**src/rtl/mantissa_divider_seq_if.sv**
```systemverilog
// Handshake and result bundle for the sequential mantissa divider.
interface mantissa_divider_seq_if #(
  parameter int unsigned WIDTH = 11
);
  logic             start;
  logic [WIDTH-1:0] A;
  logic [WIDTH-1:0] B;
  logic             ready;
  logic             busy;
  logic             done;
  logic [WIDTH-1:0] Q;
  logic [WIDTH-1:0] R;
  logic             div_by_zero;

  modport master (
    output start, A, B,
    input  ready, busy, done, Q, R, div_by_zero
  );

  modport slave (
    input  start, A, B,
    output ready, busy, done, Q, R, div_by_zero
  );
endinterface

```
**src/rtl/mantissa_divider_seq.sv**
```systemverilog
// Iterative restoring divider, 11-bit unsigned, one quotient bit per clock.
// Trial subtractions run on the 11-bit carry-lookahead adder as A + ~B + 1.

// 11-bit carry-lookahead adder with fully expanded carry terms.
module mantissa_cla_adder11 (
  input  logic [10:0] a,
  input  logic [10:0] b,
  input  logic        cin,
  output logic [10:0] sum,
  output logic        cout
);
  logic [10:0] g;
  logic [10:0] p;
  logic [11:0] c;
  logic        term;

  // Generate/propagate and flattened lookahead carries.
  always_comb begin
    g    = a & b;
    p    = a ^ b;
    c    = '0;
    term = 1'b0;
    c[0] = cin;
    for (int unsigned i = 1; i <= 11; i++) begin
      term = cin;
      for (int unsigned k = 0; k < i; k++) begin
        term = term & p[k];
      end
      c[i] = term;
      for (int unsigned j = 0; j < i; j++) begin
        term = g[j];
        for (int unsigned k = j + 1; k < i; k++) begin
          term = term & p[k];
        end
        c[i] = c[i] | term;
      end
    end
    sum  = p ^ c[10:0];
    cout = c[11];
  end
endmodule

// Divider top: IDLE -> RUN (WIDTH iterations) -> DONE -> IDLE.
module mantissa_divider_seq #(
  parameter int unsigned WIDTH = 11
) (
  input  logic                  clk,
  input  logic                  rst,
  mantissa_divider_seq_if.slave bus
);
  localparam int unsigned CNT_W = $clog2(WIDTH);

  typedef enum logic [1:0] {
    ST_IDLE = 2'd0,
    ST_RUN  = 2'd1,
    ST_DONE = 2'd2
  } state_t;

  state_t           state_q, state_d;
  logic [WIDTH-1:0] p_q, p_d;
  logic [WIDTH-1:0] qs_q, qs_d;
  logic [WIDTH-1:0] div_q, div_d;
  logic [CNT_W-1:0] cnt_q, cnt_d;
  logic [WIDTH-1:0] q_q, q_d;
  logic [WIDTH-1:0] r_q, r_d;
  logic             dz_q, dz_d;

  logic             m;
  logic [WIDTH-1:0] pt;
  logic [WIDTH-1:0] diff;
  logic             cout;
  logic             succ;
  logic [WIDTH-1:0] p_next;
  logic [WIDTH-1:0] qs_next;

  // Shift {P, QS} left by one and form the trial value.
  always_comb begin
    m  = p_q[WIDTH-1];
    pt = {p_q[WIDTH-2:0], qs_q[WIDTH-1]};
  end

  mantissa_cla_adder11 u_adder (
    .a    (pt),
    .b    (~div_q),
    .cin  (1'b1),
    .sum  (diff),
    .cout (cout)
  );

  // Next-state and datapath next values; every target defaults to hold.
  always_comb begin
    state_d = state_q;
    p_d     = p_q;
    qs_d    = qs_q;
    div_d   = div_q;
    cnt_d   = cnt_q;
    q_d     = q_q;
    r_d     = r_q;
    dz_d    = dz_q;
    // The bit shifted out of P means the trial value already exceeds B.
    succ    = m | cout;
    p_next  = succ ? diff : pt;
    qs_next = {qs_q[WIDTH-2:0], succ};

    unique case (state_q)
      ST_IDLE: begin
        if (bus.start) begin
          div_d = bus.B;
          qs_d  = bus.A;
          p_d   = '0;
          cnt_d = CNT_W'(WIDTH - 1);
          if (bus.B == '0) begin
            q_d     = '1;
            r_d     = bus.A;
            dz_d    = 1'b1;
            state_d = ST_DONE;
          end else begin
            q_d     = '0;
            r_d     = '0;
            dz_d    = 1'b0;
            state_d = ST_RUN;
          end
        end
      end
      ST_RUN: begin
        p_d  = p_next;
        qs_d = qs_next;
        if (cnt_q == '0) begin
          q_d     = qs_next;
          r_d     = p_next;
          state_d = ST_DONE;
        end else begin
          cnt_d = cnt_q - 1'b1;
        end
      end
      ST_DONE: begin
        state_d = ST_IDLE;
      end
      default: begin
        state_d = ST_IDLE;
      end
    endcase
  end

  // State and datapath registers with synchronous reset.
  always_ff @(posedge clk) begin
    if (rst) begin
      state_q <= ST_IDLE;
      p_q     <= '0;
      qs_q    <= '0;
      div_q   <= '0;
      cnt_q   <= '0;
      q_q     <= '0;
      r_q     <= '0;
      dz_q    <= 1'b0;
    end else begin
      state_q <= state_d;
      p_q     <= p_d;
      qs_q    <= qs_d;
      div_q   <= div_d;
      cnt_q   <= cnt_d;
      q_q     <= q_d;
      r_q     <= r_d;
      dz_q    <= dz_d;
    end
  end

  assign bus.ready       = (state_q == ST_IDLE);
  assign bus.busy        = (state_q == ST_RUN);
  assign bus.done        = (state_q == ST_DONE);
  assign bus.Q           = q_q;
  assign bus.R           = r_q;
  assign bus.div_by_zero = dz_q;
endmodule

```
**src/flat_wrapper.sv**
```systemverilog
// flat-port wrapper written by rule: the top's interface ports become plain ports
module mantissa_divider_seq_flat 
#(
  parameter int unsigned WIDTH = 11
)
  (clk, rst, bus_start, bus_A, bus_B, bus_ready, bus_busy, bus_done, bus_Q, bus_R, bus_div_by_zero);
  mantissa_divider_seq_if #(.WIDTH(WIDTH)) bus_i ();
  input  logic clk;
  input  logic rst;
  input wire logic [$bits(bus_i.start)-1:0] bus_start;
  input wire logic [$bits(bus_i.A)-1:0] bus_A;
  input wire logic [$bits(bus_i.B)-1:0] bus_B;
  output wire logic [$bits(bus_i.ready)-1:0] bus_ready;
  output wire logic [$bits(bus_i.busy)-1:0] bus_busy;
  output wire logic [$bits(bus_i.done)-1:0] bus_done;
  output wire logic [$bits(bus_i.Q)-1:0] bus_Q;
  output wire logic [$bits(bus_i.R)-1:0] bus_R;
  output wire logic [$bits(bus_i.div_by_zero)-1:0] bus_div_by_zero;
  assign bus_i.start = bus_start;
  assign bus_i.A = bus_A;
  assign bus_i.B = bus_B;
  assign bus_ready = bus_i.ready;
  assign bus_busy = bus_i.busy;
  assign bus_done = bus_i.done;
  assign bus_Q = bus_i.Q;
  assign bus_R = bus_i.R;
  assign bus_div_by_zero = bus_i.div_by_zero;
  mantissa_divider_seq #(.WIDTH(WIDTH)) u_core (.clk(clk), .rst(rst), .bus(bus_i));
endmodule
```
**config.mk**
```make
export PLATFORM = sky130hd
export DESIGN_NAME = mantissa_divider_seq_flat
export DESIGN_NICKNAME = d
export VERILOG_FILES = /design/src/rtl/mantissa_divider_seq_if.sv /design/src/rtl/mantissa_divider_seq.sv /design/src/flat_wrapper.sv
export SDC_FILE = /design/constraint.sdc
export NUM_CORES = 1
export LEC_CHECK = 0
export ABC_AREA = 1
export CAP_MARGIN = 20
export CORE_MARGIN = 2
export CORE_UTILIZATION = 35
export DETAILED_ROUTE_END_ITERATION = 6
export DONT_BUFFER_PORTS = 1
export GPL_TIMING_DRIVEN = 0
export PLACE_DENSITY = 0.52
export SLEW_MARGIN = 20
export SYNTH_ARGS = -nofsm -noshare
export SYNTH_HDL_FRONTEND = slang
export SYNTH_SLANG_ARGS = --single-unit
```
**constraint.sdc**
```tcl
create_clock -name clk -period 2.2 [get_ports clk]
set_input_delay 0.22 -clock clk [delete_from_list [all_inputs] [get_ports clk]]
set_output_delay 0.22 -clock clk [all_outputs]
set_load 0.005 [all_outputs]
```
==> impl_metrics.sql <==
INSERT INTO impl_metrics (metric_group, metric, value, unit) VALUES
('run_status', 'status', 'finished with violations', ''),
('run_status', 'failing_checks', 'negative setup slack', ''),
('timing', 'finalHoldViolations', '0', ''),
('setup_path', 'ff2ff_path_depth', '14', ''),
('setup_path', 'startpoint', 'u_core.div_q[5]$_SDFFE_PP0P_', ''),
('finish', 'final_nets', '537', ''),
('clocking', 'cts_hold_buffers', '0', ''),
('synthesis', 'post_synth_inst_count', '472', ''),
('floorplanning', 'start_util', '35.8', '%'),
('timing', 'tns', '-0.272', 'ns'),
('floorplanning', 'io_pins', '51', ''),
('synthesis', 'synth.avg_cell_area', '6.98', 'sq um'),
('route', 'initialDrtViolationCount', '101', ''),
('timing', 'setup_repair_after_global_routing_missed_its_margin', 'yes', ''),
('power_and_ir_drop', 'ir_drop', '0.395', 'mV'),
('synthesis', 'ys_ff_latch', '62', ''),
('setup_path', 'cp_max_fo', '5', ''),
('power_and_ir_drop', 'cell_internal_pwr', '0.00254', 'W'),
('synthesis', 'synth_warnings', '0', ''),
('finish', 'fillCellCount', '919', ''),
('route', 'post_route_wl', '9620', 'um'),
('grt', 'globalRouteMet2Util', '33.6', '%'),
('timing', 'max_slew.worst_pin.slew', '0.731', 'ns'),
('floorplanning', 'rows', '35', ''),
('power_and_ir_drop', 'total_power', '0.00418', 'W'),
('grt', 'grt.total_usage', '19.3', '%'),
('placement', 'gp_congestion', '0.842', ''),
('clocking', 'clk_transition_reported_paths', '0.07', 'ns'),
('timing', 'timing.slew.headroom', '51.3', '%'),
('timing', 'post-route-min-period', '2.25', 'ns'),
('power_and_ir_drop', 'share_seq_of_total_power', '33.2', '%'),
('synthesis', 'synth_top_family_by_area', 'simple AND/OR/NAND/NOR gates', ''),
('route', 'detail-route-antenna-nets', '0', ''),
('grt', 'grt_pass1_vias', '3207', ''),
('grt', 'grt_max_degree', '12', ''),
('grt', 'grt_pass1_wl', '15500', 'um'),
('finish', 'drive_above_1_share', '30.4', '%'),
('grt', 'met3_usage', '5.20', '%'),
('clocking', 'ctsLongestPathBuffers', '2', ''),
('setup_path', 'regToRegStartpoint', 'u_core.div_q[5]$_SDFFE_PP0P_', ''),
('setup_path', 'crit_path_end_kind', 'register', ''),
('route', 'post_drt_via_cell_ratio', '5.24', ''),
('setup_path', 'worstSetupEndpoint', 'u_core.p_q[4]$_SDFFE_PP0P_', ''),
('timing', 'maximum_frequency_from_static_timing_analysis', '445', 'MHz'),
('floorplanning', 'die_y', '101', 'um'),
('grt', 'grt_antenna_before_repair', '0', ''),
('setup_path', 'worst_r2r_endpoint', 'u_core.p_q[4]$_SDFFE_PP0P_', ''),
('clocking', 'htree_levels', '3', ''),
('finish', 'antenna-diode-count', '0', ''),
('synthesis', 'mappedNetlistNets', '511', ''),
('synthesis', 'synth_simple_gate_area_share', '25.8', '%'),
('clocking', 'insertion_delay', '0.34', 'ns'),
('route', 'route.detailed.drc', '0', ''),
('power_and_ir_drop', 'cellLeakagePower', '1.81', 'nW'),
('clocking', 'root_buffer', 'clkbuf_8', ''),
('route', 'dr_total_vias', '3218', ''),
('timing', 'skew', '0.0103', 'ns'),
('power_and_ir_drop', 'power.share.clock', '24.8', '%'),
('clocking', 'cts-buffers-inserted', '9', ''),
('clocking', 'clock_sink_count', '62', ''),
('synthesis', 'compound_gate_fraction_of_synth_area', '18.7', '%'),
('synthesis', 'post_synth_mux_area_share', '0', '%'),
('timing', 'smallest_setup_slack_after_layout', '-0.0484', 'ns'),
('clocking', 'tritoncts', 'done', ''),
('route', 'drtPass1Iterations', '4', ''),
('grt', 'grt_use_met1', '23.1', '%'),
('timing', 'period_share', '102', '%'),
('synthesis', 'synthesis.area', '0.00329', 'sq mm'),
('timing', 'setup_viol', '16', ''),
('floorplanning', 'dieWidth', '101', 'um'),
('grt', 'grt_most_used_layer', 'met2', '');
timing repair:
action,CTS,global route
gates resized for setup,53,79
setup endpoints to repair,24,34
gates cloned,2,0
buffers inserted,10,4
endpoints found under the hold margin,0,0
pin swaps,20,32
metal layers:
metal  part of all wire (%)  wire (um)  vias to the layer above
met4                    1.8        175                        0
li1                       -          -                     1630
met1                     43       4130                     1512
met2                     51       4860                       63
met3                    4.6        445                       13
met5                      0          0                        -
power groups by stage:
stage / combinational (W) / sequential [W] / clock, W
after floorplan: 0.000915 / 0.00136 / 0
after global placement: 0.00115 / 0.00140 / 0
after detailed placement: 0.00117 / 0.00140 / 0
after CTS: 0.00144 / 0.00139 / 0.00105
after global routing: 0.00194 / 0.00141 / 0.00111
final: 0.00176 / 0.00139 / 0.00104
through the flow:
| step | area (sq um) | instances | setup slack, ns | hold WS [ns] | utilization [%] |
|---|---|---|---|---|---|
| finish | 4300 | 614 | -0.0484 | 0.0697 | 46.8 |
| global route | 4300 | 614 | -0.196 | 0.0617 | 46.8 |
| CTS | 3960 | 610 | 0.00337 | 0.0621 | 43.1 |
| detailed placement | 3430 | 583 | -0.271 | 0.423 | 37.3 |
| global placement | 3430 | 583 | -0.230 | 0.424 | 37.3 |
| floorplan | 3290 | 472 | 0.150 | 0.399 | - |
placed cells by master (no fill, tap or decap), drive strengths merged, types with 14 or more instances in the layout:
cell type,netlist,routed
o21ai,51,51
a21oi,38,38
nand4,16,16
nor2,27,27
nand3,42,42
nand2,87,87
dfxtp,62,62
buf,9,26
clkbuf,18,27
inv,72,70
ha,14,14
logic make-up (layout without fill, tap and decap cells):
kind of cell,Yosys count,in the layout
flip-flops,62,62
AO/OA/AOI/OAI,114,114
AND/OR/NAND/NOR,181,181
XOR/XNOR,2,2
buffers and inverters,99,130
adder cells (fa/ha/maj),14,14
critical path: stages, from the launching register on:
cell and delay [ns]:
dfxtp_2 0.34, inv_4 0.05, ha_4 0.29, clkinvlp_4 0.15, buf_4 0.17, nor4_4 0.22, nand3_1 0.12, nand4_1 0.11
nor2_1 0.05, nand4_1 0.12, nand2_2 0.09, buf_6 0.14, nand3_2 0.06, nand3_2 0.11, a21oi_1 0.17
layout make-up:
| cell class | instances | area (sq um) | share of cell area, % |
|---|---|---|---|
| Sequential cell | 62 | 1260 | 29.2 |
| Buffer | 26 | 139 | 3.23 |
| Timing Repair Buffer | 16 | 135 | 3.14 |
| Inverter | 72 | 283 | 6.58 |
| Clock buffer | 11 | 151 | 3.52 |
| Multi-Input combinational cell | 311 | 2140 | 49.8 |
| Tap cell | 111 | 139 | 3.23 |
| Clock inverter | 5 | 57.6 | 1.34 |
worst min path at each step:
stage | start | endpoint | slack [ns] | depth (start not counted)
floorplan | bus_A[4] | u_core.qs_q[4]$_SDFFE_PP0P_ | 0.40 | 2
global route | bus_A[9] | u_core.qs_q[9]$_SDFFE_PP0P_ | 0.06 | 2
CTS | bus_A[8] | u_core.qs_q[8]$_SDFFE_PP0P_ | 0.06 | 2
global placement | bus_A[8] | u_core.qs_q[8]$_SDFFE_PP0P_ | 0.42 | 2
finish | bus_A[10] | u_core.qs_q[10]$_SDFFE_PP0P_ | 0.07 | 2
detailed placement | bus_A[8] | u_core.qs_q[8]$_SDFFE_PP0P_ | 0.42 | 2
registers in the layout (all words and copies together), names as in the netlist:
register                cells
u_core.bus.R               11
u_core.state_q              2
u_core.bus.Q               11
u_core.qs_q                11
u_core.cnt_q                4
u_core.div_q               11
u_core.p_q                 11
u_core.bus.div_by_zero      1
synthesized netlist by cell type:
| master | number | area (sq um) |
|---|---|---|
| nand2_1 | 73 | 274 |
| o21ai_0 | 50 | 250 |
| nor4_1 | 5 | 31.3 |
| nand2_2 | 14 | 87.6 |
| o21ai_1 | 1 | 5.00 |
| a21oi_1 | 38 | 190 |
| clkbuf_1 | 18 | 67.6 |
| nand3_2 | 3 | 30.0 |
| a211oi_1 | 1 | 7.51 |
| or4_1 | 1 | 7.51 |
| nor3_1 | 2 | 10.0 |
| a31oi_1 | 13 | 81.3 |
| buf_1 | 2 | 7.51 |
| buf_6 | 2 | 22.5 |
| nand4_1 | 16 | 100 |
| xor2_1 | 2 | 17.5 |
| buf_4 | 1 | 7.51 |
| inv_1 | 70 | 263 |
| nor2_1 | 27 | 101 |
| ha_1 | 14 | 175 |
| dfxtp_1 | 62 | 1240 |
| nand3b_2 | 1 | 11.3 |
| inv_2 | 2 | 7.51 |
| o211ai_1 | 11 | 82.6 |
| nand3_1 | 39 | 195 |
| buf_2 | 4 | 20.0 |
No activity file was read; power rests on OpenSTA's default activity.
